===== config.mk =====
export PLATFORM = sky130hd
export DESIGN_NAME = module_lsu_flat
export DESIGN_NICKNAME = d
export VERILOG_FILES = /design/src/rtl/module_lsu_if.sv /design/src/rtl/module_lsu.sv /design/src/flat_wrapper.sv
export SDC_FILE = /design/constraint.sdc
export NUM_CORES = 1
export LEC_CHECK = 0
export BUFFER_PORTS_ARGS = -buffer_cell sky130_fd_sc_hd__buf_2
export CELL_PAD_IN_SITES_DETAIL_PLACEMENT = 0
export CELL_PAD_IN_SITES_GLOBAL_PLACEMENT = 1
export CORE_MARGIN = 2
export CORE_UTILIZATION = 37
export DETAILED_ROUTE_END_ITERATION = 10
export HOLD_SLACK_MARGIN = 0.05
export PLACE_DENSITY_LB_ADDON = 0.05
export SYNTH_ARGS = -nofsm -noshare
export SYNTH_HDL_FRONTEND = slang
export SYNTH_SLANG_ARGS = --single-unit

===== constraint.sdc =====
create_clock -name clk_i -period 4.5 [get_ports clk_i]
set_clock_uncertainty 0.15 [all_clocks]
set_input_delay 0.675 -clock clk_i [delete_from_list [all_inputs] [get_ports clk_i]]
set_output_delay 0.675 -clock clk_i [all_outputs]
set_load 0.05 [all_outputs]

===== src/rtl/module_lsu_if.sv =====
// Core-side and memory-side bundles of the load/store unit.
// On the core bundle the core is master; on the memory bundle the LSU is master.
interface lsu_core_if;
  logic        req_i;
  logic        we_i;
  logic [2:0]  funct3_i;
  logic [31:0] addr_i;
  logic [31:0] wdata_i;
  logic [31:0] rdata_o;
  logic        done_o;
  logic        stall_o;
  logic        misaligned_o;
  logic        fault_o;

  modport master (
    output req_i, we_i, funct3_i, addr_i, wdata_i,
    input  rdata_o, done_o, stall_o, misaligned_o, fault_o
  );

  modport slave (
    input  req_i, we_i, funct3_i, addr_i, wdata_i,
    output rdata_o, done_o, stall_o, misaligned_o, fault_o
  );
endinterface

interface lsu_mem_if;
  logic        mem_req_o;
  logic        mem_we_o;
  logic [31:0] mem_addr_o;
  logic [3:0]  mem_be_o;
  logic [31:0] mem_wdata_o;
  logic        mem_ack_i;
  logic [31:0] mem_rdata_i;

  modport master (
    output mem_req_o, mem_we_o, mem_addr_o, mem_be_o, mem_wdata_o,
    input  mem_ack_i, mem_rdata_i
  );

  modport slave (
    input  mem_req_o, mem_we_o, mem_addr_o, mem_be_o, mem_wdata_o,
    output mem_ack_i, mem_rdata_i
  );
endinterface


===== src/rtl/module_lsu.sv =====
// Load/store unit: captures an ALU address/rs2, runs one word-bus access with
// byte-lane steering, load extension, alignment/funct3 checks and a bus timeout.
//
// state  | meaning
// S_IDLE | waiting for req_i; request is checked and captured here
// S_BUS  | bus request active on captured fields; waiting for ack or timeout
// S_DONE | one-cycle completion pulse with latched error flags
module module_lsu #(
  parameter int unsigned TIMEOUT_CYCLES = 15
) (
  input  logic       clk_i,
  input  logic       rst_i,
  lsu_core_if.slave  core,
  lsu_mem_if.master  mem
);

  typedef enum logic [1:0] {
    S_IDLE = 2'd0,
    S_BUS  = 2'd1,
    S_DONE = 2'd2
  } state_t;

  localparam logic [7:0] TMR_LOAD = 8'(TIMEOUT_CYCLES - 1);

  state_t      r_state;
  logic        r_we;
  logic [2:0]  r_f3;
  logic [31:0] r_addr;
  logic [31:0] r_wdata;
  logic [31:0] r_rdata;
  logic        r_mis;
  logic        r_flt;
  logic [7:0]  r_tmr;

  state_t      w_state_nxt;
  logic        w_cap;
  logic        w_illegal;
  logic        w_misal;
  logic        w_mis_nxt;
  logic        w_flt_nxt;
  logic [7:0]  w_tmr_nxt;
  logic [31:0] w_rdata_nxt;
  logic [31:0] w_load_data;
  logic [7:0]  w_byte;
  logic [15:0] w_half;
  logic [3:0]  w_be;
  logic [31:0] w_steer;
  logic        w_bus;
  logic        w_bus_wr;

  // Request checks look at the live inputs because they decide the IDLE exit.
  always_comb begin
    w_illegal = 1'b0;
    w_misal   = 1'b0;
    if (core.we_i) begin
      w_illegal = core.funct3_i[2] | (core.funct3_i[1:0] == 2'b11);
    end else begin
      w_illegal = (core.funct3_i == 3'b011) | (core.funct3_i[2:1] == 2'b11);
    end
    case (core.funct3_i[1:0])
      2'b01:   w_misal = core.addr_i[0];
      2'b10:   w_misal = (core.addr_i[1:0] != 2'b00);
      default: w_misal = 1'b0;
    endcase
  end

  always_comb begin
    w_byte = 8'h00;
    case (r_addr[1:0])
      2'd0:    w_byte = mem.mem_rdata_i[7:0];
      2'd1:    w_byte = mem.mem_rdata_i[15:8];
      2'd2:    w_byte = mem.mem_rdata_i[23:16];
      default: w_byte = mem.mem_rdata_i[31:24];
    endcase
    w_half = r_addr[1] ? mem.mem_rdata_i[31:16] : mem.mem_rdata_i[15:0];
    case (r_f3)
      3'b000:  w_load_data = {{24{w_byte[7]}}, w_byte};
      3'b100:  w_load_data = {24'h000000, w_byte};
      3'b001:  w_load_data = {{16{w_half[15]}}, w_half};
      3'b101:  w_load_data = {16'h0000, w_half};
      default: w_load_data = mem.mem_rdata_i;
    endcase
  end

  always_comb begin
    w_be    = 4'b1111;
    w_steer = r_wdata;
    case (r_f3[1:0])
      2'b00: begin
        w_be    = 4'b0001 << r_addr[1:0];
        w_steer = {4{r_wdata[7:0]}};
      end
      2'b01: begin
        w_be    = r_addr[1] ? 4'b1100 : 4'b0011;
        w_steer = {2{r_wdata[15:0]}};
      end
      default: begin
        w_be    = 4'b1111;
        w_steer = r_wdata;
      end
    endcase
  end

  always_comb begin
    w_state_nxt = r_state;
    w_cap       = 1'b0;
    w_mis_nxt   = 1'b0;
    w_flt_nxt   = 1'b0;
    w_tmr_nxt   = r_tmr;
    w_rdata_nxt = r_rdata;
    case (r_state)
      S_IDLE: begin
        if (core.req_i) begin
          w_cap = 1'b1;
          if (w_illegal) begin
            w_state_nxt = S_DONE;
            w_flt_nxt   = 1'b1;
          end else if (w_misal) begin
            w_state_nxt = S_DONE;
            w_mis_nxt   = 1'b1;
          end else begin
            w_state_nxt = S_BUS;
            w_tmr_nxt   = TMR_LOAD;
          end
        end
      end
      S_BUS: begin
        // Ack is checked first so it wins over a coincident timeout.
        if (mem.mem_ack_i) begin
          w_state_nxt = S_DONE;
          if (!r_we) begin
            w_rdata_nxt = w_load_data;
          end
        end else if (r_tmr == 8'd0) begin
          w_state_nxt = S_DONE;
          w_flt_nxt   = 1'b1;
        end else begin
          w_tmr_nxt = r_tmr - 8'd1;
        end
      end
      S_DONE: begin
        w_state_nxt = S_IDLE;
      end
      default: begin
        w_state_nxt = S_IDLE;
      end
    endcase
  end

  always_ff @(posedge clk_i) begin
    if (rst_i) begin
      r_state <= S_IDLE;
      r_we    <= 1'b0;
      r_f3    <= 3'b000;
      r_addr  <= 32'h0;
      r_wdata <= 32'h0;
      r_rdata <= 32'h0;
      r_mis   <= 1'b0;
      r_flt   <= 1'b0;
      r_tmr   <= 8'd0;
    end else begin
      r_state <= w_state_nxt;
      r_mis   <= w_mis_nxt;
      r_flt   <= w_flt_nxt;
      r_tmr   <= w_tmr_nxt;
      r_rdata <= w_rdata_nxt;
      if (w_cap) begin
        r_we    <= core.we_i;
        r_f3    <= core.funct3_i;
        r_addr  <= core.addr_i;
        r_wdata <= core.wdata_i;
      end
    end
  end

  assign w_bus    = (r_state == S_BUS);
  assign w_bus_wr = w_bus & r_we;

  assign core.stall_o      = ((r_state == S_IDLE) & core.req_i) | w_bus;
  assign core.done_o       = (r_state == S_DONE);
  assign core.misaligned_o = (r_state == S_DONE) & r_mis;
  assign core.fault_o      = (r_state == S_DONE) & r_flt;
  assign core.rdata_o      = r_rdata;

  assign mem.mem_req_o   = w_bus;
  assign mem.mem_we_o    = w_bus_wr;
  assign mem.mem_addr_o  = w_bus ? {r_addr[31:2], 2'b00} : 32'h0;
  assign mem.mem_be_o    = w_bus_wr ? w_be : 4'b0000;
  assign mem.mem_wdata_o = w_bus_wr ? w_steer : 32'h0;

endmodule


===== src/flat_wrapper.sv =====
// flat-port wrapper written by rule: the top's interface ports become plain ports
module module_lsu_flat 
#(
  parameter int unsigned TIMEOUT_CYCLES = 15
)
  (clk_i, rst_i, core_req_i, core_we_i, core_funct3_i, core_addr_i, core_wdata_i, core_rdata_o, core_done_o, core_stall_o, core_misaligned_o, core_fault_o, mem_mem_req_o, mem_mem_we_o, mem_mem_addr_o, mem_mem_be_o, mem_mem_wdata_o, mem_mem_ack_i, mem_mem_rdata_i);
  lsu_core_if core_i ();
  lsu_mem_if mem_i ();
  input  logic clk_i;
  input  logic rst_i;
  input wire logic [$bits(core_i.req_i)-1:0] core_req_i;
  input wire logic [$bits(core_i.we_i)-1:0] core_we_i;
  input wire logic [$bits(core_i.funct3_i)-1:0] core_funct3_i;
  input wire logic [$bits(core_i.addr_i)-1:0] core_addr_i;
  input wire logic [$bits(core_i.wdata_i)-1:0] core_wdata_i;
  output wire logic [$bits(core_i.rdata_o)-1:0] core_rdata_o;
  output wire logic [$bits(core_i.done_o)-1:0] core_done_o;
  output wire logic [$bits(core_i.stall_o)-1:0] core_stall_o;
  output wire logic [$bits(core_i.misaligned_o)-1:0] core_misaligned_o;
  output wire logic [$bits(core_i.fault_o)-1:0] core_fault_o;
  output wire logic [$bits(mem_i.mem_req_o)-1:0] mem_mem_req_o;
  output wire logic [$bits(mem_i.mem_we_o)-1:0] mem_mem_we_o;
  output wire logic [$bits(mem_i.mem_addr_o)-1:0] mem_mem_addr_o;
  output wire logic [$bits(mem_i.mem_be_o)-1:0] mem_mem_be_o;
  output wire logic [$bits(mem_i.mem_wdata_o)-1:0] mem_mem_wdata_o;
  input wire logic [$bits(mem_i.mem_ack_i)-1:0] mem_mem_ack_i;
  input wire logic [$bits(mem_i.mem_rdata_i)-1:0] mem_mem_rdata_i;
  assign core_i.req_i = core_req_i;
  assign core_i.we_i = core_we_i;
  assign core_i.funct3_i = core_funct3_i;
  assign core_i.addr_i = core_addr_i;
  assign core_i.wdata_i = core_wdata_i;
  assign core_rdata_o = core_i.rdata_o;
  assign core_done_o = core_i.done_o;
  assign core_stall_o = core_i.stall_o;
  assign core_misaligned_o = core_i.misaligned_o;
  assign core_fault_o = core_i.fault_o;
  assign mem_mem_req_o = mem_i.mem_req_o;
  assign mem_mem_we_o = mem_i.mem_we_o;
  assign mem_mem_addr_o = mem_i.mem_addr_o;
  assign mem_mem_be_o = mem_i.mem_be_o;
  assign mem_mem_wdata_o = mem_i.mem_wdata_o;
  assign mem_i.mem_ack_i = mem_mem_ack_i;
  assign mem_i.mem_rdata_i = mem_mem_rdata_i;
  module_lsu #(.TIMEOUT_CYCLES(TIMEOUT_CYCLES)) u_core (.clk_i(clk_i), .rst_i(rst_i), .core(core_i), .mem(mem_i));
endmodule

==> run summary <==
Status -> finished, final reports clean
Boundary Pins -> 210
CTS buffer count -> 9
Core ar. -> 13930 um^2
CTS tree -> built
CTS resizes -> 0
Worst EP arrival -> 2580 ps
Cell count after synthesis -> 696
Combinational Power Share -> 17.0%
Post-synth ARST share -> 0%
PnR worst setup slack -> 1091 ps
Yosys reg bits -> 112
Leakage -> 3.024 nW
Final core occ -> 48.14%
Initial DRC count -> 431
Share of cells above drive strength 1 -> 28.19%
Fill cells -> 1478
Critical path buffers and inverters -> 1
DR vias -> 5446
CP most frequent cell -> nor2b_1
Remaining DRCs -> 0
Clock power frac -> 36.0%
CP startpoint kind -> register
CTS hold repair buffers -> 0
GPL Wtd Cong -> 0.8510
Slew @ Worst Pin -> 1105 ps
Hold Fails Final Rpt -> 0
Met1 WL -> 7.572 mm
Synthesized cell area -> 5316 um^2
Upper clock frequency limit -> 293.3 MHz
Total power per unit cell area -> 351.0 nW/um^2
I/O Buffers -> 207
Postcts setup bufs -> 0
Required time of the critical path -> 3670 ps
Tot GR Track Use -> 21.47%
Place WS -> 1511 ps
Nets -> 973
Post-DR vias/cell -> 5.192
Met2 WL -> 7.489 mm
P_int -> 1.681 mW
Clock sinks -> 112
Hold WS -> 298.8 ps
Diode count -> 0
Slowest cell on crit path -> dfxtp_1
Number of distinct library cells after synthesis -> 52
Area grow syn2layout -> 26.17%
Worst path cell trace -> nor2b_1, o21ai_1, nor2b_1, buf_2
Sw power -> 0.6735 mW
Mean area per synthesized cell -> 7.638 um^2
Top sig layer -> met4
Reg power frac -> 47.0%
Clock-pin slew on the worst setup and hold paths -> 70 ps
CTS root buffer -> clkbuf_16
Post-Layout Cell Count -> 1049
Initial antenna violation count -> 0
# placed instances -> 1033
Final count of pins violating max slew -> 0
Vias in the first global route -> 5064
RSZ-0062 raised after global routing -> no
Setup Viol. Count Final -> 0
Crit path kind -> register to output pin
Die X-Extent -> 123.9 um
WL met3 -> 1.439 mm
Pre-antenna DRT Iters -> 5
H-tree levels -> 3
Dpl cell area -> 6394 um^2
Die Y -> 123.9 um
Routed Antenna Nets -> 0
Row count -> 43
Number of synthesized flops with an enable pin -> 0
Drt wl/cell -> 15.93 um
Starting density of the core -> 38.15%
Top FF cell, synth -> dfxtp_1
Clk Latency, worst-skew pair -> 350 ps
Final Power -> 2.355 mW
Delay-heaviest family, CP -> flip-flops
Min Clock Period, post-route -> 3409 ps
First-pass GRT wire length -> 25.53 mm
Worst min path class -> register to register
Switching share of power -> 28.60%
Fin area -> 6708 um^2
Grt ovf -> 0
Peak VDD IR -> 0.0003206 V
Slowest stage delay, CP -> 1030 ps
Period utilisation layout -> 75.77%
Max FO, Critical Path -> 25
Max-slew headroom -> 26.15%
Critical Path End Type -> output pin
Total negative setup slack -> 0 ps
Sequential-to-total area share from yosys stat -> 42.17%
Pin count of the biggest net entering global routing -> 86
Clock buffer depth -> 2
Final wirelength -> 16.71 mm
Die area -> 15340 um^2
DP HPWL -> 11.50 mm
Maximum Capacitance Violations -> 0
Ys Warns -> 0
## power by group through the flow
stage	registers (mW)	logic (mW)	clock network (mW)
global placement	1.13	0.395	0
CTS	1.11	0.402	0.875
global route	1.11	0.441	0.919
floorplan	1.13	0.262	0
detailed placement	1.13	0.400	0
finish	1.11	0.400	0.847
## worst reg2reg max path: cells and delay by family (launching register included)
| family | cells | cell delay (ps) |
|---|---|---|
| compound gates | 2 | 860 |
| flops | 1 | 710 |
| mux | 1 | 620 |
| simple gates | 1 | 160 |
## state kept, by name, indices dropped and copies added (netlist names)
register / flops
u_core.core.rdata_o: 32
u_core.r_addr: 32
u_core.r_wdata: 32
u_core.r_tmr: 8
u_core.r_f3: 3
u_core.r_state: 2
u_core.r_flt: 1
u_core.r_mis: 1
u_core.r_we: 1
## cells by family after synthesis
logic type,after synthesis,share of synthesized area (%)
AND/OR/NAND/NOR,287,24.15
AO/OA/AOI/OAI,198,21.91
flip-flops,112,42.17
buffers and inverters,67,5.248
multiplexers,25,5.107
adder cells (fa/ha/maj),5,1.177
other,1,0.07054
XOR/XNOR,1,0.1648
## final timing paths
kind         depth (start not counted)  slack (ps)                       to              from
min reg2reg                          2         300         u_core.r_addr[9]  u_core.r_addr[9]
min                                  2         300         u_core.r_addr[9]  u_core.r_addr[9]
max                                  4        1090          mem_mem_be_o[0]    u_core.r_f3[0]
max reg2reg                          4        1850  u_core.core.rdata_o[19]  u_core.r_addr[1]
## synthesized netlist by cell type (4+ instances only)
library cell | instances | area (um^2)
nor3b_1 | 4 | 30.03
mux2i_1 | 17 | 170.2
inv_1 | 11 | 41.29
nor2b_1 | 7 | 43.79
a22o_1 | 8 | 70.07
a22oi_1 | 7 | 52.55
and3_1 | 8 | 50.05
dfxtp_1 | 112 | 2242
buf_2 | 4 | 20.02
ha_1 | 5 | 62.56
nor3_1 | 5 | 25.02
nor2_1 | 36 | 135.1
and2_1 | 36 | 225.2
a211oi_1 | 9 | 67.56
clkbuf_1 | 46 | 172.7
nand2_1 | 178 | 668.1
a222oi_1 | 7 | 70.07
o21ai_0 | 34 | 170.2
mux2_2 | 7 | 78.83
a21oi_1 | 115 | 575.6
## layout by cell type (no fill, tap or decap), drive strengths merged, types with 5 or more instances in the layout
cell	n
nor3b	5
mux2	7
a211oi	9
nor2	37
inv	11
and2	36
clkbuf	11
mux2i	17
a22o	8
a22oi	7
and3	8
o21ai	36
dfxtp	112
ha	5
nor3	5
nor2b	8
nand2	178
a21oi	116
buf	212
a222oi	7
## per-layer routing
metal  vias up  track usage, %
met5         -               0
met3        16           7.509
met2       208           33.24
met1      2528           28.62
met4         0           5.256
li1       2694               -
## cell type report
type	count	area [um^2]	share of cell area, %
clock buffers	11	232.7	3.470
clock inverters	5	81.33	1.212
inverters	11	41.29	0.6156
multi-input cells	518	2810	41.90
flip-flops and latches	112	2243	33.45
well taps	180	225.2	3.358
repair buffers	212	1074	16.00
(Power assumes the default switching activity.)
